### config.mk
export PLATFORM = sky130hd
export DESIGN_NAME = rf_write_scheduler
export DESIGN_NICKNAME = d
export VERILOG_FILES = /design/src/rtl/rf_pkg.sv /design/src/rtl/rr_arb2.sv /design/src/rtl/rf_write_scheduler.sv
export SDC_FILE = /design/constraint.sdc
export NUM_CORES = 1
export LEC_CHECK = 0
export ABC_AREA = 1
export BUFFER_PORTS_ARGS = -buffer_cell sky130_fd_sc_hd__buf_2
export CELL_PAD_IN_SITES_DETAIL_PLACEMENT = 1
export CELL_PAD_IN_SITES_GLOBAL_PLACEMENT = 1
export CORE_MARGIN = 3
export CORE_UTILIZATION = 33
export DETAILED_ROUTE_END_ITERATION = 6
export GPL_TIMING_DRIVEN = 0
export HOLD_SLACK_MARGIN = 0.08
export PLACE_DENSITY_LB_ADDON = 0.3
export REMOVE_ABC_BUFFERS = 1
export SETUP_SLACK_MARGIN = 0.2
export SYNTH_ARGS = -nofsm -noshare
export SYNTH_HDL_FRONTEND = slang
export SYNTH_SLANG_ARGS = --single-unit
export TNS_END_PERCENT = 5
### constraint.sdc
create_clock -name clk -period 1.3 [get_ports clk]
set_input_delay 0.065 -clock clk [delete_from_list [all_inputs] [get_ports clk]]
set_output_delay 0.065 -clock clk [all_outputs]
set_load 0.01 [all_outputs]
### src/rtl/rf_pkg.sv
// Shared widths, payload types and grant encoding for the register-file write path.
package rf_pkg;

    localparam int unsigned DATA_W = 16;
    localparam int unsigned NREGS  = 16;
    localparam int unsigned SEL_W  = 4;

    typedef logic [SEL_W-1:0]  rf_sel_t;
    typedef logic [DATA_W-1:0] rf_data_t;

    typedef enum logic {
        GRANT_A = 1'b0,
        GRANT_B = 1'b1
    } grant_t;

endpackage : rf_pkg

### src/rtl/rr_arb2.sv
// Two-way round-robin arbiter: req[0]=A, req[1]=B; a tie goes to whoever did not win last.
module rr_arb2
    import rf_pkg::*;
(
    input  logic       clk,
    input  logic       rst,
    input  logic [1:0] req,
    output logic [1:0] gnt
);

    grant_t last_q;
    grant_t last_d;

    // Last-grant register; reset to B so A wins the first tie.
    always_ff @(posedge clk or posedge rst) begin
        if (rst) begin
            last_q <= GRANT_B;
        end else begin
            last_q <= last_d;
        end
    end

    // Grant decode and pointer update; depends only on req and last_q.
    always_comb begin
        gnt    = 2'b00;
        last_d = last_q;
        unique case (req)
            2'b01:   gnt = 2'b01;
            2'b10:   gnt = 2'b10;
            2'b11:   gnt = (last_q == GRANT_B) ? 2'b01 : 2'b10;
            default: gnt = 2'b00;
        endcase
        if (gnt[0]) begin
            last_d = GRANT_A;
        end else if (gnt[1]) begin
            last_d = GRANT_B;
        end
    end

endmodule : rr_arb2

### src/rtl/rf_write_scheduler.sv
// Shares the register-file write port between two writeback requesters and tracks per-register busy state.
module rf_write_scheduler
    import rf_pkg::*;
(
    input  logic     clk,
    input  logic     rst,
    input  logic     a_valid,
    input  rf_sel_t  a_sel,
    input  rf_data_t a_data,
    output logic     a_ready,
    input  logic     b_valid,
    input  rf_sel_t  b_sel,
    input  rf_data_t b_data,
    output logic     b_ready,
    input  logic     rsv_valid,
    input  rf_sel_t  rsv_sel,
    input  rf_sel_t  chk_sel1,
    input  rf_sel_t  chk_sel2,
    output logic     chk_busy1,
    output logic     chk_busy2,
    output logic     rf_we,
    output rf_sel_t  rf_sel_in,
    output rf_data_t rf_in
);

    logic [1:0]       req;
    logic [1:0]       gnt;
    logic [NREGS-1:0] busy_q;
    logic [NREGS-1:0] busy_d;

    assign req = {b_valid, a_valid};

    rr_arb2 u_arb (
        .clk (clk),
        .rst (rst),
        .req (req),
        .gnt (gnt)
    );

    assign a_ready = gnt[0];
    assign b_ready = gnt[1];

    // Output register: a handshake loads the write; sel/data hold when idle.
    always_ff @(posedge clk or posedge rst) begin
        if (rst) begin
            rf_we     <= 1'b0;
            rf_sel_in <= '0;
            rf_in     <= '0;
        end else begin
            rf_we <= |gnt;
            if (gnt[0]) begin
                rf_sel_in <= a_sel;
                rf_in     <= a_data;
            end else if (gnt[1]) begin
                rf_sel_in <= b_sel;
                rf_in     <= b_data;
            end
        end
    end

    // Scoreboard next state: clear on regfile write, then set so a new reservation wins.
    always_comb begin
        busy_d = busy_q;
        if (rf_we) begin
            busy_d[rf_sel_in] = 1'b0;
        end
        if (rsv_valid) begin
            busy_d[rsv_sel] = 1'b1;
        end
    end

    // Scoreboard register.
    always_ff @(posedge clk or posedge rst) begin
        if (rst) begin
            busy_q <= '0;
        end else begin
            busy_q <= busy_d;
        end
    end

    assign chk_busy1 = busy_q[chk_sel1];
    assign chk_busy2 = busy_q[chk_sel2];

endmodule : rf_write_scheduler

==> results.yml <==
status:
  outcome: "finished, violations left"
  violations: "negative setup slack"
floorplan:
  rows: 28
  dieArea_um2: 7192
  die_w_um: 84.81
  ios: 82
  die_h_um: 84.81
  initial_core_util_pct: 34.41
  coreArea_um2: 5956
global_routing:
  grt_overflow: 0
  antenna_found_initial: 0
  track_usage_pct: 24.93
  grt_start_max_net_pins: 39
  grt_pass1_wl_um: 14040
  first_global_vias: 2808
worst_setup_path:
  cp.buffers_inverters: 4
  crit_family: "flip-flops"
  max_stage_delay_ns: 0.53
  slowest_stage: "dfstp_2"
  cp.required_ns: 1.24
  crit_type: "flop to output port"
  path_cells: "inv_2 -> nand2_4 -> nand2_4 -> buf_6 -> clkinvlp_4 -> buf_6"
  startpoint_type: "flop"
  critPathMaxFanout: 3
  cp-end-kind: "output port"
  arrival_ns: 1.36
place:
  placed_cells: 431
  dpl_cell_area_um2: 2501
  pre_cts_slack_ns: -0.2444
  place_congestion: 0.8026
  dp_hpwl_um: 4956
  portBuffers: 81
layout:
  instances_no_fill: 490
  antenna_cells: 0
  fin_nets: 471
  fillCellCount: 758
  mostFrequentLayoutCells: "nand2_1 (89), buf_2 (79), dlygate4sd3_1 (44)"
  final_common_cell: "nand2_1"
  drive_above_1_share_pct: 35.18
  multi_input_area_um2: 1036
  syn2layout_area_growth_pct: 58.61
  final_area_um2: 3251
  seq_area_um2: 953.4
timing:
  rsz0062_at_grt: "yes"
  max_freq_mhz: 701.6
  post-route-min-period_ns: 1.425
  skew_ns: 0.009048
  hold_viol: 0
  finalSetupViolations: 12
  setup_slack_ns: -0.1254
  fin_crit_sh_pct: 109.6
  tightest_slew_ns: 0.6870
  fin_hold_ws_ns: 0.09805
  maxSlewHeadroom_pct: 54.15
  drv_slew: 0
power:
  power_w: 0.003901
  p_leak_nw: 1.670
  ir_drop_v: 0.0004647
  powerDensity_nw_per_um2: 1200
cts:
  clock_tree.root_cell: "clkbuf_8"
  cts_buffers: 5
  clock-sinks: 38
  htree_levels: 2
  cts_buffer_depth: 2
  path_clk_slew_ns: 0.08
  tritoncts: "yes"
  insertion_delay_ns: 0.30
hold_path:
  hp-class: "primary input to flop"
synthesis:
  yosysSeqAreaShare_pct: 46.46
  syn_area_per_cell_um2: 7.268
  synth_area_leaders: "dfrtp_1 (45%), nand2_1 (19%), nand3_1 (13%), o21ai_0 (8.1%), inv_1 (6.4%)"
  synth_top_area_share_pct: 45.18
  yosys_most_used_dff: "dfrtp_1"
  synth_top_family_by_area: "simple AND/OR/NAND/NOR gates"
  yosys.area_share.adder_pct: 0
  muxShareOfSynthArea_pct: 0
  yosys_register_bits: 38
  synth_edf_count: 0
  syn_area_um2: 2049
  yosys.area_share.simple_pct: 34.07
  synth_compound_area_share_pct: 10.26
  synthXorXnorAreaFrac_pct: 0
  yosys_warnings: 0
  ys_async_sr_fraction_pct: 100.0
  netlist.top_cell.by_area: "dfrtp_1"
  synthCells: 282
  synth_cell_types: 16
route:
  dr_total_vias: 2500
  met2_length_um: 4930
  wl_per_cell_um: 18.64
  wl_met3_um: 487
  highest_layer: "met4"
  drtAntennaViolNets: 0
  drtPass1Iterations: 4
  remaining_drc_errors: 0
  finalWirelength_um: 9136
  wl_met1_um: 3408
  first_iter_violations: 113
  via_per_inst: 5.102
job:
  cap_violations: 0
final timing paths:
path                               from          to  slack (ns)  cells after the start
hold reg to reg                rf_in[6]    rf_in[6]        0.52                      2
min in group asynchronous           rst  busy_q[11]        0.39                      3
setup reg to reg           u_arb.last_q    rf_in[3]       -0.05                      8
hold / removal                rsv_valid  busy_q[13]         0.1                      3
setup / recovery           u_arb.last_q     a_ready       -0.13                      6
max in group asynchronous           rst       rf_we        0.46                      3
sequential cells by signal (all words and copies together) (netlist names):
name and cells:
busy_q 16, rf_in 16, rf_sel_in 4, rf_we 1
u_arb.last_q 1
synthesized netlist by cell type (2+ instances only):
cell type	n
buf_6	2
dfrtp_1	37
buf_2	5
inv_1	35
o211ai_2	3
nor2_1	2
nand3_1	53
o21ai_0	33
nand2_1	102
nand2_2	4
logic make-up (layout without fill, tap and decap cells):
logic type             count (synthesis)  count (layout)
AND/OR/NAND/NOR                      163             163
AO/OA/AOI/OAI                         37              37
buffers and inverters                 44             177
flip-flops                            38              38
power by group:
group	switching, W	total [W]	internal, W
logic	0.000817	0.00137	0.000554
registers	0.000221	0.00169	0.00147
clock network	0.000457	0.000837	0.000381
total	0.00150	0.00390	0.00241
routing by layer:
layer	vias to the layer above	track usage [%]
met4	0	8.201
met3	28	6.379
met1	1222	27.53
li1	1166	-
met5	-	0
met2	84	46.19
repair_timing:
item	CTS	global route
gates resized for setup	17	41
gates cloned	2	0
pin swaps	5	12
setup endpoints to repair	35	77
buffers inserted	3	2
hold buffers	44	0
endpoints found under the hold margin	59	0
metrics by stage:
stage	utilization (%)	TNS (ns)
6_report	54.58	-0.4238
5_1_grt	54.58	-1.269
4_1_cts	52.29	-0.6069
3_5_place_dp	42.00	-4.343
3_3_place_gp	42.00	-10.94
2_1_floorplan	-	0
cell type report:
class,count,share of cell area (%)
clock buffer,7,2.348
clock inverter,1,0.2309
inverter,37,4.734
multi-input combinational,200,31.87
sequential,38,29.33
tap,75,2.887
timing repair buffer,130,28.02
timing repair inverter,2,0.5774
tightest hold or removal path, delay by kind of cell:
family,cells,cell delay [ns]
buf+inv,1,0.13
simple gates,1,0.08
compound gates,1,0.07
No activity file was read; power rests on OpenSTA's default activity.
